## src/rtl/sys_arr_pkg.sv

```systemverilog
// sys_arr_pkg: opcodes and feeder state encoding shared by the systolic array and its feeder.
package sys_arr_pkg;
  localparam logic [2:0] OP_OS_FLOW  = 3'b100;
  localparam logic [2:0] OP_OS_DRAIN = 3'b110;
  localparam logic [2:0] OP_WS_FLOW  = 3'b000;
  localparam logic [2:0] OP_WS_LOAD  = 3'b001;
  typedef enum logic [2:0] {ST_IDLE, ST_CLEAR, ST_FLOW, ST_FLUSH, ST_DRAIN} feeder_state_e;
endpackage

```

## src/rtl/skew_delay_line.sv

```systemverilog
// skew_delay_line: fixed-depth shift register, cleared by reset, used to skew one operand lane.
module skew_delay_line #(
  parameter int WIDTH = 8,
  parameter int DEPTH = 1
) (
  input  logic             clk,
  input  logic             reset,
  input  logic [WIDTH-1:0] d,
  output logic [WIDTH-1:0] q
);
  logic [DEPTH-1:0][WIDTH-1:0] pipe_q, pipe_d;
  always_comb begin
    pipe_d[0] = d;
    for (int s = 1; s < DEPTH; s++) pipe_d[s] = pipe_q[s-1];
  end
  always_ff @(posedge clk or negedge reset)
    if (!reset) pipe_q <= '0;
    else pipe_q <= pipe_d;
  assign q = pipe_q[DEPTH-1];
endmodule

```

## src/rtl/os_sys_arr_feeder.sv

```systemverilog
// os_sys_arr_feeder: skews activation/weight vectors into an output-stationary array and
// sequences its clear, flow, flush and drain phases.
module os_sys_arr_feeder
  import sys_arr_pkg::*;
#(
  parameter int ACT_WIDTH    = 8,
  parameter int WGT_WIDTH    = 8,
  parameter int SYS_ARR_SIZE = 8,
  parameter int K_WIDTH      = 8,
  parameter int PE_LAT       = 2,
  parameter int DRAIN_LAT    = 2
) (
  input  logic                                clk,
  input  logic                                reset,
  input  logic                                start,
  input  logic [K_WIDTH-1:0]                  k_len,
  input  logic                                in_valid,
  output logic                                in_ready,
  input  logic [ACT_WIDTH*SYS_ARR_SIZE-1:0]   act_vec,
  input  logic [WGT_WIDTH*SYS_ARR_SIZE-1:0]   wgt_vec,
  output logic [ACT_WIDTH*SYS_ARR_SIZE-1:0]   act_data_out,
  output logic [WGT_WIDTH*SYS_ARR_SIZE-1:0]   wgt_data_out,
  output logic [2:0]                          operation_signal_out,
  output logic                                sys_reset_out,
  output logic                                drain_valid,
  output logic [$clog2(SYS_ARR_SIZE)-1:0]     drain_row,
  output logic                                busy,
  output logic                                done
);
  localparam int N  = SYS_ARR_SIZE;
  localparam int RW = $clog2(SYS_ARR_SIZE);
  localparam int CW = (K_WIDTH > 16) ? K_WIDTH : 16;
  localparam logic [CW-1:0] FLUSH_END = CW'(2*(N-1) + PE_LAT - 1);
  localparam logic [CW-1:0] ROW_FIRST = CW'(DRAIN_LAT);
  localparam logic [CW-1:0] DONE_AT   = CW'(DRAIN_LAT + N);
  feeder_state_e state_q, state_d;
  logic [K_WIDTH-1:0] k_len_q, k_len_d;
  logic [CW-1:0] cnt_q, cnt_d;
  logic accept;
  assign accept = state_q == ST_FLOW && in_valid;
  // cnt_q counts accepted vectors in FLOW and elapsed cycles in FLUSH/DRAIN
  always_comb begin
    state_d = state_q;
    k_len_d = k_len_q;
    cnt_d = cnt_q + CW'(1);
    case (state_q)
      ST_IDLE: begin
        cnt_d = '0;
        if (start && k_len != '0) begin
          state_d = ST_CLEAR;
          k_len_d = k_len;
        end
      end
      ST_CLEAR: begin
        cnt_d = '0;
        state_d = ST_FLOW;
      end
      ST_FLOW: begin
        cnt_d = accept ? cnt_q + CW'(1) : cnt_q;
        if (accept && cnt_q == CW'(k_len_q) - CW'(1)) begin
          state_d = ST_FLUSH;
          cnt_d = '0;
        end
      end
      ST_FLUSH: if (cnt_q == FLUSH_END) begin
        state_d = ST_DRAIN;
        cnt_d = '0;
      end
      ST_DRAIN: if (cnt_q == DONE_AT) begin
        state_d = ST_IDLE;
        cnt_d = '0;
      end
      default: begin
        state_d = ST_IDLE;
        cnt_d = '0;
      end
    endcase
  end
  always_ff @(posedge clk or negedge reset)
    if (!reset) begin
      state_q <= ST_IDLE;
      k_len_q <= '0;
      cnt_q <= '0;
    end else begin
      state_q <= state_d;
      k_len_q <= k_len_d;
      cnt_q <= cnt_d;
    end
  assign in_ready = state_q == ST_FLOW;
  assign busy = state_q != ST_IDLE;
  assign sys_reset_out = state_q == ST_CLEAR;
  assign operation_signal_out = state_q == ST_DRAIN ? OP_OS_DRAIN : OP_OS_FLOW;
  assign drain_valid = state_q == ST_DRAIN && cnt_q >= ROW_FIRST && cnt_q < DONE_AT;
  assign drain_row = drain_valid ? RW'(DONE_AT - CW'(1) - cnt_q) : '0;
  assign done = state_q == ST_DRAIN && cnt_q == DONE_AT;
  // lane i is delayed 1+i cycles; non-accepted cycles inject zeros so the skew never slips
  for (genvar i = 0; i < N; i++) begin : g_lane
    skew_delay_line #(.WIDTH(ACT_WIDTH), .DEPTH(1 + i)) u_act (
      .clk(clk),
      .reset(reset),
      .d(accept ? act_vec[i*ACT_WIDTH +: ACT_WIDTH] : '0),
      .q(act_data_out[i*ACT_WIDTH +: ACT_WIDTH])
    );
    skew_delay_line #(.WIDTH(WGT_WIDTH), .DEPTH(1 + i)) u_wgt (
      .clk(clk),
      .reset(reset),
      .d(accept ? wgt_vec[i*WGT_WIDTH +: WGT_WIDTH] : '0),
      .q(wgt_data_out[i*WGT_WIDTH +: WGT_WIDTH])
    );
  end
endmodule

```

## config.mk

```make
export PLATFORM = sky130hd
export DESIGN_NAME = os_sys_arr_feeder
export DESIGN_NICKNAME = d
export VERILOG_FILES = /design/src/rtl/sys_arr_pkg.sv /design/src/rtl/skew_delay_line.sv /design/src/rtl/os_sys_arr_feeder.sv
export SDC_FILE = /design/constraint.sdc
export NUM_CORES = 1
export LEC_CHECK = 0
export ABC_AREA = 1
export BUFFER_PORTS_ARGS = -buffer_cell sky130_fd_sc_hd__clkbuf_2
export CORE_UTILIZATION = 45
export DETAILED_ROUTE_END_ITERATION = 8
export MAX_ROUTING_LAYER = met4
export PLACE_DENSITY = 0.68
export SLEW_MARGIN = 5
export SYNTH_ARGS = -nofsm -noshare
export SYNTH_HDL_FRONTEND = slang
export SYNTH_SLANG_ARGS = --single-unit
```

## constraint.sdc

```tcl
create_clock -name clk -period 1.6 [get_ports clk]
set_input_delay 0.08 -clock clk [delete_from_list [all_inputs] [get_ports clk]]
set_output_delay 0.08 -clock clk [all_outputs]
set_load 0.05 [all_outputs]
```

==> impl_metrics.json, run 1 <==
{
  "period_needed_ps": 2290,
  "path_class": "flip-flop to output port",
  "met1_length_mm": 15.2,
  "ys_seq_area_share_pct": 85.9,
  "cts_buffer_depth": 3,
  "io_buffers": 276,
  "nFillCells": 2682,
  "core_area_um2": 38600,
  "antenna_found_initial": 0,
  "start_util_pct": 45.6,
  "setup_viol": 80,
  "ys_seq_elements": 603,
  "worst_slack_ps": -687,
  "multi_input_area_um2": 2200,
  "timing.final.crit_share_pct": 143,
  "insertion_delay_ps": 600,
  "crit_fanout": 4,
  "worst-r2r-cell-count": 15,
  "netlist_instances": 1164,
  "ir_drop_mv": 1.15,
  "slowest_delay_ps": 430,
  "reg2reg_from": "k_len_q[1]",
  "gr-usage-all-layers_pct": 18.6,
  "slew_violations": 0,
  "gp_congestion": 0.847,
  "drc": 0,
  "cp_top_family": "simple AND/OR/NAND/NOR gates",
  "wl_met3_mm": 1.87,
  "grt_overflow": 0,
  "status": "complete, but fails checks",
  "max_freq_mhz": 437,
  "grt_pass1_wl_mm": 54.7,
  "grt_pass1_vias": 10761,
  "drt_iter0_markers": 337,
  "hold_viol": 0,
  "path_buf_inv": 4,
  "numCtsBuffers": 57,
  "vias": 10178,
  "area_growth_pct": 41.1,
  "antennaDiodeCount": 0,
  "tightest_slew_ps": 743,
  "worstSetupPathDepth": 9,
  "cts-root-buf": "clkbuf_16",
  "io-pin-count": 279,
  "grt_max_degree": 102,
  "wirelength_mm": 38.1,
  "syn_avg_cell_area_um2": 15.1,
  "drtPass1Iterations": 4,
  "cpMostUsedCell": "nor2_4",
  "slew_headroom_pct": 50.3,
  "fin_util_pct": 64.3,
  "crit_slowest_cell": "dfrtp_1",
  "wl_met2_mm": 19.5,
  "cp-endpoint": "drain_row[2]",
  "startpoint": "state_q[0]",
  "nNetsFinal": 1889,
  "rrSetupSlack_ps": -280,
  "path_cells": "buf_6 -> nor2_4 -> inv_2 -> nor2_4 -> inv_2 -> nor3_4 -> nand2_4 -> nor2_4 -> buf_8",
  "drive_above_1_share_pct": 36.6,
  "drt.antenna.violating_nets": 0,
  "startpoint_type": "flip-flop",
  "synth_nets": 1308,
  "power.total_mw": 40.5,
  "highest-signal-layer": "met4",
  "vias_per_cell": 4.41,
  "leakage_nw": 13.5,
  "synth_area_leaders": "dfrtp_1 (86%), inv_1 (3.7%), nor2_1 (3.5%), nand2_1 (2.0%), xor2_1 (0.60%)",
  "violations": "negative setup slack",
  "rsz0062_at_grt": "true",
  "yosysTopAreaCell": "dfrtp_1",
  "r2r-end": "cnt_q[9]",
  "cts.sinks": 603,
  "register_area_um2": 15100,
  "worst_clock_skew_ps": 18.0,
  "worstSetupEndpointType": "output port",
  "worstHoldPathType": "input port to async pin",
  "die-area_um2": 39800,
  "die_w_um": 200,
  "yosys.area.top_type_share_pct": 85.9,
  "cts_tree": "built",
  "htreeDepth": 2,
  "hpwlAfterDp_mm": 19.9,
  "maxCapViolations": 0,
  "worstPathRequired_ps": 1520,
  "yosys_warnings": 0,
  "syn_area_um2": 17600,
  "ys_types": 34,
  "wire_per_inst_um": 16.5,
  "clk_pin_slew_ps": 70,
  "die_h_um": 200,
  "crit_arrival_ps": 2210,
  "power_density_nw_per_um2": 1630,
  "rows": 72
}
-- stage by stage --
stage          hold WS (ps)  setup WS [ps]  setup TNS, ps  area, um^2  instances
2_1_floorplan          -216           -146          -1610       17600       1164
3_3_place_gp          -45.1           -237          -3940       20400       2025
3_5_place_dp          -44.0           -293          -4970       20400       2025
4_1_cts                 118           -671          -7450       24100       2291
5_1_grt                 134           -752         -20640       24800       2308
6_report                138           -687          -9690       24800       2308
-- synth_stat cells --
library cell  number
nand4_4            1
nor3_1             8
buf_1              2
a21oi_1            1
o21ai_2            9
nand2_1           92
clkbuf_1          14
o21ai_0           17
nor2_4             3
inv_2              4
buf_8              1
nor2_1           165
dfrtp_1          603
nand4_1           10
nor3_4             1
clkinv_1           1
nor4_1             1
xor2_1            12
o21ai_1            2
conb_1             2
nor2_2             2
nand3_2            1
buf_2              3
a21oi_2            1
nand2_4            1
o311ai_0           1
nor3_2             1
xnor2_1            3
inv_1            174
buf_4              5
nand3_1           14
nand2_2            4
ha_1               4
or2_4              1
-- cells in the final DEF (no fill, tap or decap), types with 7 or more instances in the layout --
cell type and n:
nand4_1 10, nor2_1 75, clkbuf_2 266, buf_12 10, nor2_2 70, nand2_2 7
buf_6 15, clkbuf_1 14, nand2_1 84, dfrtp_1 600, o21ai_2 15, clkbuf_8 10
buf_8 7, inv_2 10, dlygate4sd3_1 140, clkbuf_16 69, buf_4 94, clkinv_2 12
inv_1 162, xor2_1 12, o21ai_0 10, nand3_1 12, nor2_4 25
-- state kept, by name, summed over array words and instances (netlist names) --
name                 count
g_lane.u_act.q          64
g_lane.u_wgt.pipe_d    224
cnt_q                   16
state_q                  3
k_len_q                  8
g_lane.u_act.pipe_d    224
g_lane.u_wgt.q          64
-- cell type report --
class	instances	area share (%)
Clock buffer	82	6.62
Clock inverter	22	0.954
Inverter	179	2.82
Multi-Input combinational cell	358	8.86
Sequential cell	603	60.9
Tap cell	518	2.62
Timing Repair Buffer	546	17.2
-- routing by layer --
metal / GRT usage, % / up-vias
met3: 4.32 / 121
li1: - / 4613
met2: 30.3 / 298
met5: - / -
met4: 9.41 / 0
met1: 21.7 / 5146
-- how the worst min path moves through the flow --
stage	start	endpoint	slack, ps
after detailed placement	reset	g_lane[6].u_act.pipe_d[53]	-40
after floorplan	reset	cnt_q[0]	-220
after global placement	reset	g_lane[6].u_act.pipe_d[53]	-50
after global routing	reset	g_lane[6].u_act.q[1]	130
after CTS	reset	g_lane[6].u_act.q[1]	120
final	reset	g_lane[6].u_act.q[1]	140
-- power breakdown --
| part | total (mW) | internal (mW) | switching, mW |
|---|---|---|---|
| Combinational | 8.51 | 2.96 | 5.55 |
| Sequential | 18.7 | 17.8 | 0.879 |
| Clock | 13.3 | 7.78 | 5.55 |
| Total | 40.5 | 28.5 | 12.0 |
-- logic make-up after synthesis --
group                      share of synthesized area (%)
other                                             0.0428
xor gates and xnor gates                           0.748
DFF                                                 85.9
AOI/OAI and AO/OA                                   1.12
and+or+nand+nor                                     7.36
buffers and inverters                               4.55
adders and majority gates                          0.285
-- repair_timing --
item                                    in CTS  in global routing
gates cloned                                 1                 12
hold endpoints to repair                   757                  0
setup buffers                               22                  6
endpoints found under the setup margin      28                 79
hold buffers                               140                  0
pin swaps                                   19                 11
gates resized for setup                     75                124
-- tightest hold or removal path, delay by kind of cell --
kind	cells	cell delay (ps)
buf+inv	3	1000
Note: power is estimated with default switching activity, not from simulation.
==> run 2, diff against run 1 <==
--- a/config.mk
+++ b/config.mk
@@ -7,6 +7,7 @@
 export LEC_CHECK = 0
 export ABC_AREA = 1
 export BUFFER_PORTS_ARGS = -buffer_cell sky130_fd_sc_hd__clkbuf_2
+export CORE_ASPECT_RATIO = 2
 export CORE_UTILIZATION = 45
 export DETAILED_ROUTE_END_ITERATION = 8
 export MAX_ROUTING_LAYER = met4
@@ -14,4 +15,5 @@
 export SLEW_MARGIN = 5
 export SYNTH_ARGS = -nofsm -noshare
 export SYNTH_HDL_FRONTEND = slang
+export SYNTH_HIERARCHICAL = 1
 export SYNTH_SLANG_ARGS = --single-unit
==> run 2 against run 1 <==
- the run still ends with negative setup slack left
- utilization decreased by 1.8 points
- die area shrank 0.38%
- sequential share of layout area up 2.4 points
- clock power is 12% lower
- critical endpoint unchanged
- maximum frequency increased by 2.8%
- count of clock-buffer cells in the layout decreased by 18
- global-route usage about the same
==> impl_metrics.json, run 2 <==
{
  "status": "complete, but fails checks",
  "violations": "negative setup slack",
  "die_h_um": 281,
  "yosysMostFrequentCell": "dfrtp_1",
  "tightest_slew_ps": 531,
  "drive_above_1_share_pct": 31.5,
  "io_buffers": 276,
  "path_cells": "nor2_2 -> nand3_2 -> nor3_4 -> and2_4 -> clkinvlp_4 -> nor2_4 -> buf_12",
  "core_area_um2": 38200,
  "slew_violations": 0,
  "synth_common_cells": "dfrtp_1 (603), nor2_1 (170), inv_1 (168)",
  "worstHoldPathType": "input port to async pin",
  "rsz0062_at_grt": "true",
  "nNetsFinal": 1866,
  "path_buf_inv": 2,
  "die-area_um2": 39700,
  "synth-edff-count": 0,
  "syn_avg_cell_area_um2": 15.0,
  "period_needed_ps": 2230,
  "grt_pass1_vias": 10929,
  "hpwlAfterDp_mm": 21.7,
  "drtPass1Iterations": 4,
  "timing.final.crit_share_pct": 139,
  "ys_seq_area_share_pct": 86.3,
  "synthSimpleGateAreaFrac_pct": 7.38,
  "startpoint_type": "flip-flop",
  "gr-usage-all-layers_pct": 18.6,
  "fin_tns_setup_ps": -10290,
  "crit_fanout": 3,
  "leakage_nw": 13.2,
  "max_freq_mhz": 449,
  "syn_area_um2": 17500,
  "cts_tree": "built",
  "synth_area_leaders": "dfrtp_1 (86%), nor2_1 (3.7%), inv_1 (3.6%), nand2_1 (2.0%), nand3_1 (1.0%)",
  "setup_viol": 27,
  "worstPathRequired_ps": 1520,
  "worst_clock_skew_ps": 19.2,
  "r2r-end": "cnt_q[7]",
  "netlist_instances": 1169,
  "wirelength_mm": 34.7,
  "dp.cells": 2032,
  "numCtsBuffers": 48,
  "register_area_um2": 15100,
  "synthMuxAreaShare_pct": 0,
  "startpoint": "cnt_q[15]",
  "area_growth_pct": 36.5,
  "gp_congestion": 0.906,
  "synth_top_family_by_area": "simple AND/OR/NAND/NOR gates",
  "path_class": "flip-flop to output port",
  "start_util_pct": 45.8,
  "die_w_um": 141,
  "worst_slack_ps": -625,
  "cts-root-buf": "clkbuf_16",
  "nFillCells": 2807,
  "synthAdderAreaFrac_pct": 0.286,
  "worstSetupEndpointType": "output port",
  "final_common_cell": "dfrtp_1",
  "layout_common_cells": "dfrtp_1 (597), clkbuf_2 (266), inv_1 (162)",
  "vias": 9960,
  "reg2reg_from": "k_len_q[1]",
  "post_layout_nonfiller_instances": 2277,
  "yosys.area.top_type_share_pct": 86.3,
  "crit_slowest_cell": "dfrtp_1",
  "drt.antenna.violating_nets": 0,
  "synth_xor_area_share_pct": 0.501,
  "grt_max_degree": 79,
  "multi_input_area_um2": 1910,
  "cp_top_family": "simple AND/OR/NAND/NOR gates",
  "antenna_found_initial": 1,
  "ys_seq_elements": 603,
  "htreeDepth": 2,
  "maxCapViolations": 0,
  "yosysTopAreaCell": "dfrtp_1",
  "slowest_delay_ps": 390,
  "slew_headroom_pct": 64.6,
  "cts_buffer_depth": 3,
  "power_density_nw_per_um2": 1580,
  "grt_overflow": 0,
  "clk_pin_slew_ps": 70,
  "insertion_delay_ps": 570,
  "ir_drop_mv": 1.21,
  "cts.sinks": 603,
  "async_reset_ff_share_pct": 100,
  "cp-endpoint": "drain_row[2]",
  "rows": 101,
  "grt_pass1_wl_mm": 54.3,
  "rrSetupSlack_ps": -420,
  "hold_viol": 0,
  "vias_per_cell": 4.37,
  "io-pin-count": 279,
  "synth_nets": 1313,
  "drt_iter0_markers": 323,
  "yosys_warnings": 6,
  "synth_compound_area_share_pct": 1.04,
  "drc": 0,
  "worst-r2r-cell-count": 12,
  "worstSetupPathDepth": 7,
  "synth_ff_type": "dfrtp_1",
  "wire_per_inst_um": 15.2,
  "crit_arrival_ps": 2150,
  "ys_types": 29
}
-- run 2: cell count changes after synthesis, sizes merged, moves of 2 or more --
cell    delta
o21ai      -6
clkbuf     +3
buf        -6
xor2       -2
a21oi      +2
nor3       -4
nand4      -5
xnor2      -3
nand3     +20
nor2       +2
-- run 2: worst min-delay path by stage --
stage	startpoint	slack, ps	endpoint
final	reset	50	g_lane[6].u_wgt/pipe_d[12]
after global routing	reset	60	g_lane[6].u_wgt/pipe_d[12]
after CTS	in_valid	20	cnt_q[9]
after detailed placement	reset	60	cnt_q[7]
after global placement	reset	60	cnt_q[4]
after floorplan	reset	-220	cnt_q[0]
-- run 2: timing repair --
item	CTS	global route
pin swaps	14	12
hold buffers	137	0
resized for setup	61	26
buffers inserted	14	5
setup endpoints to repair	106	100
cloned	1	0
endpoints found under the hold margin	739	0
-- run 2: layout make-up --
| class | instances | area share [%] |
|---|---|---|
| diodes | 1 | 0.0105 |
| clock buffers | 64 | 5.75 |
| clock inverters | 25 | 1.01 |
| inverters | 179 | 2.86 |
| multi-input cells | 366 | 8.01 |
| flip-flops and latches | 603 | 63.3 |
| well taps | 515 | 2.70 |
| repair buffers | 524 | 16.4 |
-- run 2: cell families (layout without fill, tap and decap cells) --
group           count (synthesis)  count (layout)
other cells                     2               3
flops                         603             603
xor+xnor                       10              10
buf+inv                       201             792
compound gates                 31              31
fa+ha+maj                       4               4
simple gates                  318             319
-- run 2: metal layers --
metal	global-route usage [%]	up-vias	wire, um
met5	-	-	0
met4	12.2	0	2310
met3	2.42	146	1370
met2	32.6	318	18900
met1	19.4	4937	12100
li1	-	4559	-
-- run 2: per-stage QoR --
step	hold WS (ps)	instance area, um^2	util (%)	setup slack (ps)	total power [mW]
after global routing	59.8	23900	62.5	-726	39.5
final	48.6	23900	62.5	-625	37.8
after detailed placement	62.3	20400	53.5	-284	25.3
after global placement	56.4	20400	53.5	-307	25.0
after CTS	15.0	23800	62.2	-675	38.0
after floorplan	-216	17600	-	-272	22.5
-- run 2: where the power goes --
| group | switching [mW] | internal [mW] | leakage, nW |
|---|---|---|---|
| Clock | 5.30 | 6.45 | 0.789 |
| Sequential | 0.828 | 17.8 | 8.21 |
| Combinational | 5.04 | 2.42 | 4.19 |
| Total | 11.2 | 26.6 | 13.2 |
==> run 3, diff against run 2 <==
--- a/config.mk
+++ b/config.mk
@@ -7,11 +7,13 @@
 export LEC_CHECK = 0
 export ABC_AREA = 1
 export BUFFER_PORTS_ARGS = -buffer_cell sky130_fd_sc_hd__clkbuf_2
+export CELL_PAD_IN_SITES_DETAIL_PLACEMENT = 0
+export CELL_PAD_IN_SITES_GLOBAL_PLACEMENT = 1
 export CORE_ASPECT_RATIO = 2
-export CORE_UTILIZATION = 45
+export CORE_UTILIZATION = 41
 export DETAILED_ROUTE_END_ITERATION = 8
 export MAX_ROUTING_LAYER = met4
-export PLACE_DENSITY = 0.68
+export PLACE_DENSITY_LB_ADDON = 0.3
 export SLEW_MARGIN = 5
 export SYNTH_ARGS = -nofsm -noshare
 export SYNTH_HDL_FRONTEND = slang
==> run 3 against run 2 <==
- the flow still finishes with violations (negative setup slack)
- clock power about the same
- combinational power decreased by 0.5%
- non-clock buffer count decreased by 4
- worst hold slack improved by 14 ps
- count of clock-buffer cells in the layout is 6 higher
- maximum frequency increased by 2.7%
- sequential power barely moved
- critical path type unchanged
==> impl_metrics.json, run 3 (synthesis results as in run 2) <==
{
  "dp_slack_ps": -267,
  "wirelength_mm": 32.5,
  "reg2reg_from": "k_len_q[1]",
  "fin_tns_setup_ps": -8400,
  "numCtsBuffers": 49,
  "power_density_nw_per_um2": 1580,
  "pwr-share-clk_pct": 31.2,
  "holdPathStages": 5,
  "start_util_pct": 41.7,
  "slew_headroom_pct": 52.9,
  "core_area_um2": 41900,
  "hold_viol": 0,
  "grt_max_degree": 91,
  "hpwlAfterDp_mm": 20.4,
  "fin_util_pct": 56.8,
  "drt_iter0_markers": 281,
  "slew_violations": 0,
  "r2r-end": "cnt_q[2]",
  "drtPass1Iterations": 5,
  "layout_common_cells": "dfrtp_1 (599), clkbuf_2 (266), inv_1 (160)",
  "p_seq_share_pct": 49.2,
  "rows": 106,
  "grt_pass1_vias": 10546,
  "path_class": "flip-flop to output port",
  "antennaDiodeCount": 0,
  "startpoint_type": "flip-flop",
  "worst_slack_ps": -568,
  "io_buffers": 276,
  "grt_overflow": 0,
  "die_h_um": 294,
  "die_w_um": 148,
  "p_int_mw": 26.8,
  "switching_share_pct": 29.0,
  "violations": "negative setup slack",
  "drc": 0,
  "gr-usage-all-layers_pct": 16.1,
  "worst_clock_skew_ps": 14.4,
  "antenna_found_initial": 0,
  "htreeDepth": 2,
  "maxCapViolations": 0,
  "grt_pass1_wl_mm": 52.7,
  "worst-r2r-cell-count": 15,
  "period_needed_ps": 2170,
  "leakage_nw": 13.2,
  "worstHoldPathType": "input port to flip-flop",
  "startpoint": "state_q[0]",
  "nNetsFinal": 1863,
  "crit_fanout": 3,
  "power.total_mw": 37.7,
  "rrSetupSlack_ps": -340,
  "setup_viol": 27,
  "p_sw_mw": 10.9,
  "die-area_um2": 43500,
  "vias": 9754,
  "hold_ws_ps": 63.0,
  "final_common_cell": "dfrtp_1",
  "area_growth_pct": 36.3,
  "max_freq_mhz": 461,
  "nFillCells": 3369,
  "vias_per_cell": 4.25,
  "status": "complete, but fails checks",
  "ir_drop_mv": 1.04,
  "tightest_slew_ps": 704,
  "cts_buffer_depth": 3,
  "cts-root-buf": "clkbuf_16",
  "timing.final.crit_share_pct": 135,
  "wire_per_inst_um": 14.2,
  "drive_above_1_share_pct": 30.8,
  "cts.sinks": 603,
  "crit_arrival_ps": 2090,
  "gp_congestion": 0.911,
  "io-pin-count": 279,
  "worstSetupEndpointType": "output port",
  "insertion_delay_ps": 560,
  "drt.antenna.violating_nets": 0,
  "cts_tree": "built",
  "clk_pin_slew_ps": 70,
  "worstPathRequired_ps": 1520,
  "cp-endpoint": "drain_row[2]",
  "combPwrFrac_pct": 19.7,
  "rsz0062_at_grt": "true"
}
## run 3: cell type report
class / instances / area [um^2] / share of cell area (%)
clock buffer: 70 / 1430 / 5.98
tap: 540 / 676 / 2.84
sequential: 603 / 15100 / 63.4
clock inverter: 18 / 178 / 0.746
inverter: 179 / 684 / 2.87
timing repair buffer: 520 / 3850 / 16.2
multi-input combinational: 366 / 1910 / 8.02
## run 3: critical path: stages, from the launching register on
cell and delay (ps):
dfrtp_1 400, nor2_2 160, nand2_4 70, clkinvlp_4 80, o21ai_2 50, a31oi_1 150
and2_4 190, clkinvlp_4 150, nor2_4 140, buf_8 150
## run 3: timing repair
action | CTS | global route
pin swaps | 17 | 16
resized for setup | 64 | 38
endpoints found under the setup margin | 59 | 53
hold buffers | 139 | 0
hold endpoints to repair | 740 | 0
setup buffers | 16 | 7
gates cloned | 1 | 0
## run 3: worst min-delay path by stage
stage	start	end	slack (ps)
finish	in_valid	cnt_q[0]	60
global route	in_valid	cnt_q[1]	50
CTS	in_valid	cnt_q[1]	30
detailed placement	reset	g_lane[6].u_wgt/pipe_d[53]	-40
global placement	reset	g_lane[6].u_wgt/pipe_d[53]	-50
floorplan	reset	cnt_q[0]	-220
## run 3: per-layer routing
| metal | GRT usage (%) | wire (um) | up-vias | part of all wire, % |
|---|---|---|---|---|
| met3 | 2.51 | 1440 | 96 | 4.4 |
| li1 | - | - | 4556 | - |
| met4 | 7.90 | 1420 | 0 | 4.4 |
| met5 | - | 0 | - | 0 |
| met1 | 17.3 | 11800 | 4814 | 36 |
| met2 | 28.6 | 17900 | 288 | 55 |
## run 3: per-stage QoR
stage                     area, um^2  std cells
after floorplan                17600       1169
after global placement         20300       2045
after detailed placement       20300       2045
final                          23800       2296
after global routing           23800       2296
after CTS                      23600       2289
## run 3: power groups by stage
stage	logic (mW)	registers [mW]	clock network (mW)
after CTS	7.08	18.6	12.2
after global routing	7.95	18.8	12.8
final	7.41	18.5	11.7
after floorplan	1.95	20.5	0
after detailed placement	6.24	18.9	0
after global placement	6.19	18.7	0
